<file path="config.mk">
export PLATFORM = sky130hd
export DESIGN_NAME = xs_arbiter
export DESIGN_NICKNAME = d
export VERILOG_FILES = /design/src/rtl/xs_arbiter.sv
export SDC_FILE = /design/constraint.sdc
export NUM_CORES = 1
export LEC_CHECK = 0
export ABC_AREA = 0
export BUFFER_PORTS_ARGS = -buffer_cell sky130_fd_sc_hd__buf_2
export CORE_MARGIN = 2
export CORE_UTILIZATION = 50
export CTS_BUF_LIST = sky130_fd_sc_hd__clkbuf_4 sky130_fd_sc_hd__clkbuf_8 sky130_fd_sc_hd__clkbuf_16
export DETAILED_ROUTE_END_ITERATION = 12
export PLACE_DENSITY = 0.86
export SLEW_MARGIN = 20
export SYNTH_ARGS = -nofsm -noshare
export SYNTH_HDL_FRONTEND = slang
export SYNTH_SLANG_ARGS = --single-unit
</file>
<file path="constraint.sdc">
create_clock -name clk -period 2.3 [get_ports clk]
set_input_delay 0.23 -clock clk [delete_from_list [all_inputs] [get_ports clk]]
set_output_delay 0.23 -clock clk [all_outputs]
set_load 0.01 [all_outputs]
</file>
<file path="src/rtl/xs_arbiter.sv">
// xs_arbiter: two-requester round-robin front end for a single XOR-shift unit.
// A granted operand pair is latched, computed in one EXEC cycle and held on the
// result port until the consumer takes it.
//
// Handshake rule for every port: a transfer happens on a rising clk edge where
// valid and ready are both high. valid never waits on ready. A result, once
// valid, keeps res_data/res_id stable until it is transferred.
module xs_arbiter #(
    parameter int WIDTH = 8,
    parameter int CNT_W = 8
) (
    input  logic             clk,
    input  logic             rst_n,
    input  logic             req0_valid,
    input  logic [WIDTH-1:0] req0_a,
    input  logic [WIDTH-1:0] req0_b,
    output logic             req0_ready,
    input  logic             req1_valid,
    input  logic [WIDTH-1:0] req1_a,
    input  logic [WIDTH-1:0] req1_b,
    output logic             req1_ready,
    output logic             res_valid,
    output logic [WIDTH-1:0] res_data,
    output logic             res_id,
    input  logic             res_ready,
    output logic [CNT_W-1:0] done_count,
    output logic             busy
);

    typedef enum logic [1:0] {
        IDLE = 2'd0,
        EXEC = 2'd1,
        HOLD = 2'd2
    } state_t;

    state_t           state;
    state_t           state_next;
    logic             ptr;
    logic [WIDTH-1:0] op_a;
    logic [WIDTH-1:0] op_b;
    logic             op_id;
    logic             grant0;
    logic             grant1;
    logic             accept;
    logic [WIDTH-1:0] x_val;
    logic [WIDTH-1:0] c_val;

    // Grant: a lone requester always wins; on contention the pointer decides.
    always_comb begin
        grant0 = req0_valid && (!req1_valid || !ptr);
        grant1 = req1_valid && (!req0_valid || ptr);
    end

    // Ready is only offered in IDLE and is forced low while reset is asserted.
    assign req0_ready = rst_n && (state == IDLE) && grant0;
    assign req1_ready = rst_n && (state == IDLE) && grant1;
    assign accept     = req0_ready || req1_ready;

    assign res_valid  = (state == HOLD);
    assign busy       = (state != IDLE);

    // XOR of the latched operands, shifted left when A's MSB is set.
    always_comb begin
        x_val = op_a ^ op_b;
        c_val = x_val;
        if (op_a[WIDTH-1]) begin
            c_val = {x_val[WIDTH-2:0], 1'b0};
        end
    end

    // FSM state register.
    always_ff @(posedge clk or negedge rst_n) begin
        if (!rst_n) begin
            state <= IDLE;
        end else begin
            state <= state_next;
        end
    end

    // FSM next-state: IDLE -> EXEC on accept, EXEC -> HOLD, HOLD -> IDLE on handshake.
    always_comb begin
        state_next = state;
        case (state)
            IDLE:    if (accept) state_next = EXEC;
            EXEC:    state_next = HOLD;
            HOLD:    if (res_ready) state_next = IDLE;
            default: state_next = IDLE;
        endcase
    end

    // Operand capture and pointer rotation on accept.
    always_ff @(posedge clk or negedge rst_n) begin
        if (!rst_n) begin
            op_a  <= '0;
            op_b  <= '0;
            op_id <= 1'b0;
            ptr   <= 1'b0;
        end else if (accept) begin
            op_a  <= req1_ready ? req1_a : req0_a;
            op_b  <= req1_ready ? req1_b : req0_b;
            op_id <= req1_ready;
            ptr   <= !req1_ready;
        end
    end

    // Result register loaded in EXEC and completion counter stepped on handshake.
    always_ff @(posedge clk or negedge rst_n) begin
        if (!rst_n) begin
            res_data   <= '0;
            res_id     <= 1'b0;
            done_count <= '0;
        end else begin
            if (state == EXEC) begin
                res_data <= c_val;
                res_id   <= op_id;
            end
            if ((state == HOLD) && res_ready) begin
                done_count <= done_count + CNT_W'(1);
            end
        end
    end

endmodule

</file>
# Yosys cells after proc, flatten, opt, wreduce, memory -nomap -nowiden
# Index checks and enable logic that the tools add are counted.
[word_totals]
ff_bits = 37
elab_cells = 36
[classes]
addsub = 1
n_eq_ne = 4
muxes = 6
bitwise = 1
reduce_logical = 16
[ops]
columns = ["cell", "count"]
rows = [
  ["8-bit two-way mux", 3],
  ["8-bit by 1-bit adder with 8-bit output, second input constant", 1],
  ["8-bit bitwise XOR", 1],
  ["1-bit logical AND", 6],
  ["2-bit case mux with 3 select lines", 1],
  ["1-bit logical NOT", 4],
  ["2-bit two-way mux", 2],
  ["1-bit logical OR", 3],
  ["2-bit by 1-bit equality test with 1-bit output, second input constant", 1],
  ["2-bit equality test, second input constant", 1],
  ["2-bit logical NOT", 1],
  ["2-bit by 1-bit inequality test with 1-bit output, second input constant", 1],
  ["2-bit inequality test, second input constant", 1],
  ["2-bit AND reduction", 1],
  ["2-bit nonzero test", 1],
]

# Longest topological paths before layout
[depth]
word_depth = 7
depth_mapped = 7

# Worst setup path before layout
# No wires, ideal clock.
[synth_timing]
path_type = "register to output"
from = "reg state[1]"
to = "out req1_ready"
t_arrival_ns = 1.564
required_ns = 2.070
setup_slack_ns = 0.506
stages_incl_launch_ff = 7
path_buffers = 3
path_cell_list = "dfrtp_1 > or3b_1 > buf_6 > or3_1 > buf_6 > clkinv_8 > buf_12"
[synth_via]
elab_chain_cells = 3
[synth_rtl]
columns = ["element", "line_no", "source"]
rows = [
  ["start, declared", "36", "state_t state;"],
  ["start signal, assigned", "76", "state <= state_next;"],
  ["2-bit logical NOT", "56", "assign req1_ready = rst_n && (state == IDLE) && grant1;"],
  ["1-bit logical AND (2 in series)", "56", ""],
  ["end, declared", "21", "output logic req1_ready,"],
]
# Every way passes these cells.

# Worst setup path in the final report
# Ends and elaborated chain as after synthesis.

==> metrics.md <==
| Metric | Value |
|---|---|
| Outcome | `finished clean` |
| Area leader, netlist | `dfrtp_1` |
| Nets | `256` |
| Worst Tran Pin Value | `861 ps` |
| Layout cells sized above 1 | `33.8%` |
| Worst hold margin | `112 ps` |
| Clock root buffer | `clkbuf_4` |
| Sequential share of the synthesized area | `52.5%` |
| Syn Nets | `197` |
| DR pass1 iterations | `4` |
| # setup viols final | `0` |
| Final wirelength | `3.50 mm` |
| Clk buf depth | `2` |
| Layout Area Growth over Synthesis | `21.1%` |
| Seq cells post-synth | `37` |
| Max-cap violations | `0` |
| Mapped Area | `1760 µm²` |
| Post-synth EDFFs | `0` |
| Critical Path RT | `2070 ps` |
| Drt via density | `5.40` |
| Warnings from Yosys | `0` |
| Initial core utilization | `52.5%` |
| Clk slew on worst S/H paths | `100 ps` |
| Std-Cell Rows | `21` |
| Pleak | `1.14 nW` |
| Top FF cell, synth | `dfrtp_1` |
| Setup_tns | `0 ps` |
| Slew HR | `42.2%` |
| Final hold vios | `0` |
| Htree depth | `2` |
| Max Fclk | `461 MHz` |
| Highest cell delay on the worst timing path | `470 ps` |
| Crit Path Category | `register to output port` |
| Total number of vias | `1430` |
| Drt wl/cell | `13.2 µm` |
| Die width | `63.4 µm` |
| Utilization after layout | `63.5%` |
| Die ar. | `4020 µm²` |
| Cell count after synthesis | `159` |
| Hold Path Depth | `2` |
| Power per cell area | `1110 nW/µm²` |
| Synth area leaders | `dfrtp_1, a221o_1, xor2_1` |
| Final ANT Viol Nets | `0` |
| Initial detailed-routing violation count | `81` |
| CTS sink cnt | `37` |
| Initial antenna violation count | `0` |
| CP max FO | `13` |
| Worst path slowest cell | `or3b_4` |
| Antenna diode count | `0` |
| Synth top cells by count | `dfrtp_1, o21ai_0, a221o_1, and3_1, xor2_1` |
| DRC Markers | `0` |
| Total CTS buffers | `5` |
| Die Y | `63.4 µm` |
| Gr usage total | `20.0%` |
| Number of setup buffers added after CTS | `0` |
| Crit. End Element | `output port` |
| I/O pin total | `58` |
| CTS tree | `done` |
| HPWL Detailed | `2.68 mm` |
| GP Congestion | `0.889` |
| Avg Cell Area, Syn | `11.1 µm²` |
| Clock insertion delay at the later pin of the skew report | `340 ps` |
| Synth unique cells | `35` |
| Crit-path cells | `or3b_4, or3_4, clkinv_8, buf_2` |
| Hold/Removal Path Class | `primary input to register` |
| Post-synth top area share | `52.5%` |
| Reg2Reg Depth | `4` |
| Port bufs | `57` |
| Most numerous cell in the Yosys netlist | `dfrtp_1` |
| Vias in the first global route | `1353` |
| Worst EP arrival | `1940 ps` |
| Global-route wire length before repair | `6.14 mm` |
| Largest net degree at the start of global routing | `38` |
| CORE AREA | `3360 µm²` |
| Unrepaired setup endpoints after global routing | `false` |
| Period utilization | `94.3%` |
| Worst setup SP type | `register` |
| Gr ovfl total | `0` |
| Ys async rst share | `100%` |
| Worst vdd ir | `543 µV` |
| Slew Limit Fails | `0` |
| Min cycle time layout | `2170 ps` |
| Setup Skew | `4.49 ps` |
[cells by family after synthesis]
group / after synthesis / share of synthesized area (%)
and+or+nand+nor: 50 / 15.4
DFF: 37 / 52.5
AOI/OAI and AO/OA: 35 / 14.4
xor gates and xnor gates: 14 / 6.95
buffers and inverters: 14 / 5.46
muxes: 8 / 4.61
adders and majority gates: 1 / 0.709
[final cells by class]
| cell class | instances | area (µm²) |
|---|---|---|
| fill | 298 | 1230 |
| sequential | 37 | 926 |
| multi-input combinational | 108 | 749 |
| timing repair buffer | 61 | 318 |
| tap | 46 | 57.6 |
| clock buffer | 6 | 45.0 |
| inverter | 5 | 31.3 |
| clock inverter | 2 | 10.0 |
[worst max-delay path: cells and delay by family (launching register included)]
| family | cells | cell delay (ps) |
|---|---|---|
| buffers and inverters | 2 | 230 |
| and+or+nand+nor | 2 | 930 |
| DFF | 1 | 440 |
[placed cells by master (no fill, tap or decap), drive strengths merged]
master	instances
and3	12
inv	4
or2	1
nand2b	1
a31oi	4
nand4b	1
xor2	12
dfrtp	37
clkbuf	6
a22o	1
nor3	2
nor2	5
a21bo	1
a21boi	1
nor4	4
a221o	12
nand3b	1
clkinv	3
buf	60
a21o	1
or3	1
xnor2	2
nor3b	1
o21ai	15
or3b	1
mux2i	7
nand2	11
mux2	1
or2b	1
nor2b	1
nand3	6
nand4	1
ha	1
dlygate4sd3	1
[registers in the layout, indices dropped and copies added, names as in the netlist]
signal	count
done_count	8
op_a	8
op_b	8
res_data	8
state	2
op_id	1
ptr	1
res_id	1
[stage by stage]
step / area (µm²) / setup slack [ps] / power [mW] / instances
5_1_grt: 2140 / 55.3 / 2.57 / 265
2_1_floorplan: 1760 / 506 / 1.75 / 159
3_3_place_gp: 2060 / 347 / 2.01 / 256
3_5_place_dp: 2060 / 303 / 2.06 / 256
4_1_cts: 2130 / 45.4 / 2.39 / 265
6_report: 2140 / 132 / 2.37 / 265
[path summary, 6_finish.rpt]
| path | start | end | slack [ps] |
|---|---|---|---|
| max | state[1] | req1_ready | 130 |
| min | req1_b[1] | op_b[1] | 110 |
| max reg2reg | state[1] | op_a[1] | 610 |
| min reg2reg | done_count[7] | done_count[7] | 480 |
| max in group asynchronous | rst_n | op_b[6] | 1490 |
| min in group asynchronous | rst_n | done_count[0] | 500 |
[per-layer routing]
metal	share of wire (%)	up-vias	track usage (%)	routed length, µm
li1	-	701	-	-
met1	44	656	26.7	1530
met2	45	71	30.1	1580
met3	10	2	6.79	363
met4	0.74	0	7.34	26
met5	0	-	0	0
[repair_timing]
action,CTS,global route
hold buffers,1,0
hold endpoints to repair,37,0
resized for setup,1,1
setup endpoints to repair,1,1
[report_power, final]
group / switching, mW / leakage [nW] / internal, mW
sequential: 0.236 / 0.462 / 0.918
combinational: 0.437 / 0.647 / 0.449
clock: 0.205 / 0.0354 / 0.128
Note: power is estimated with default switching activity, not from simulation.
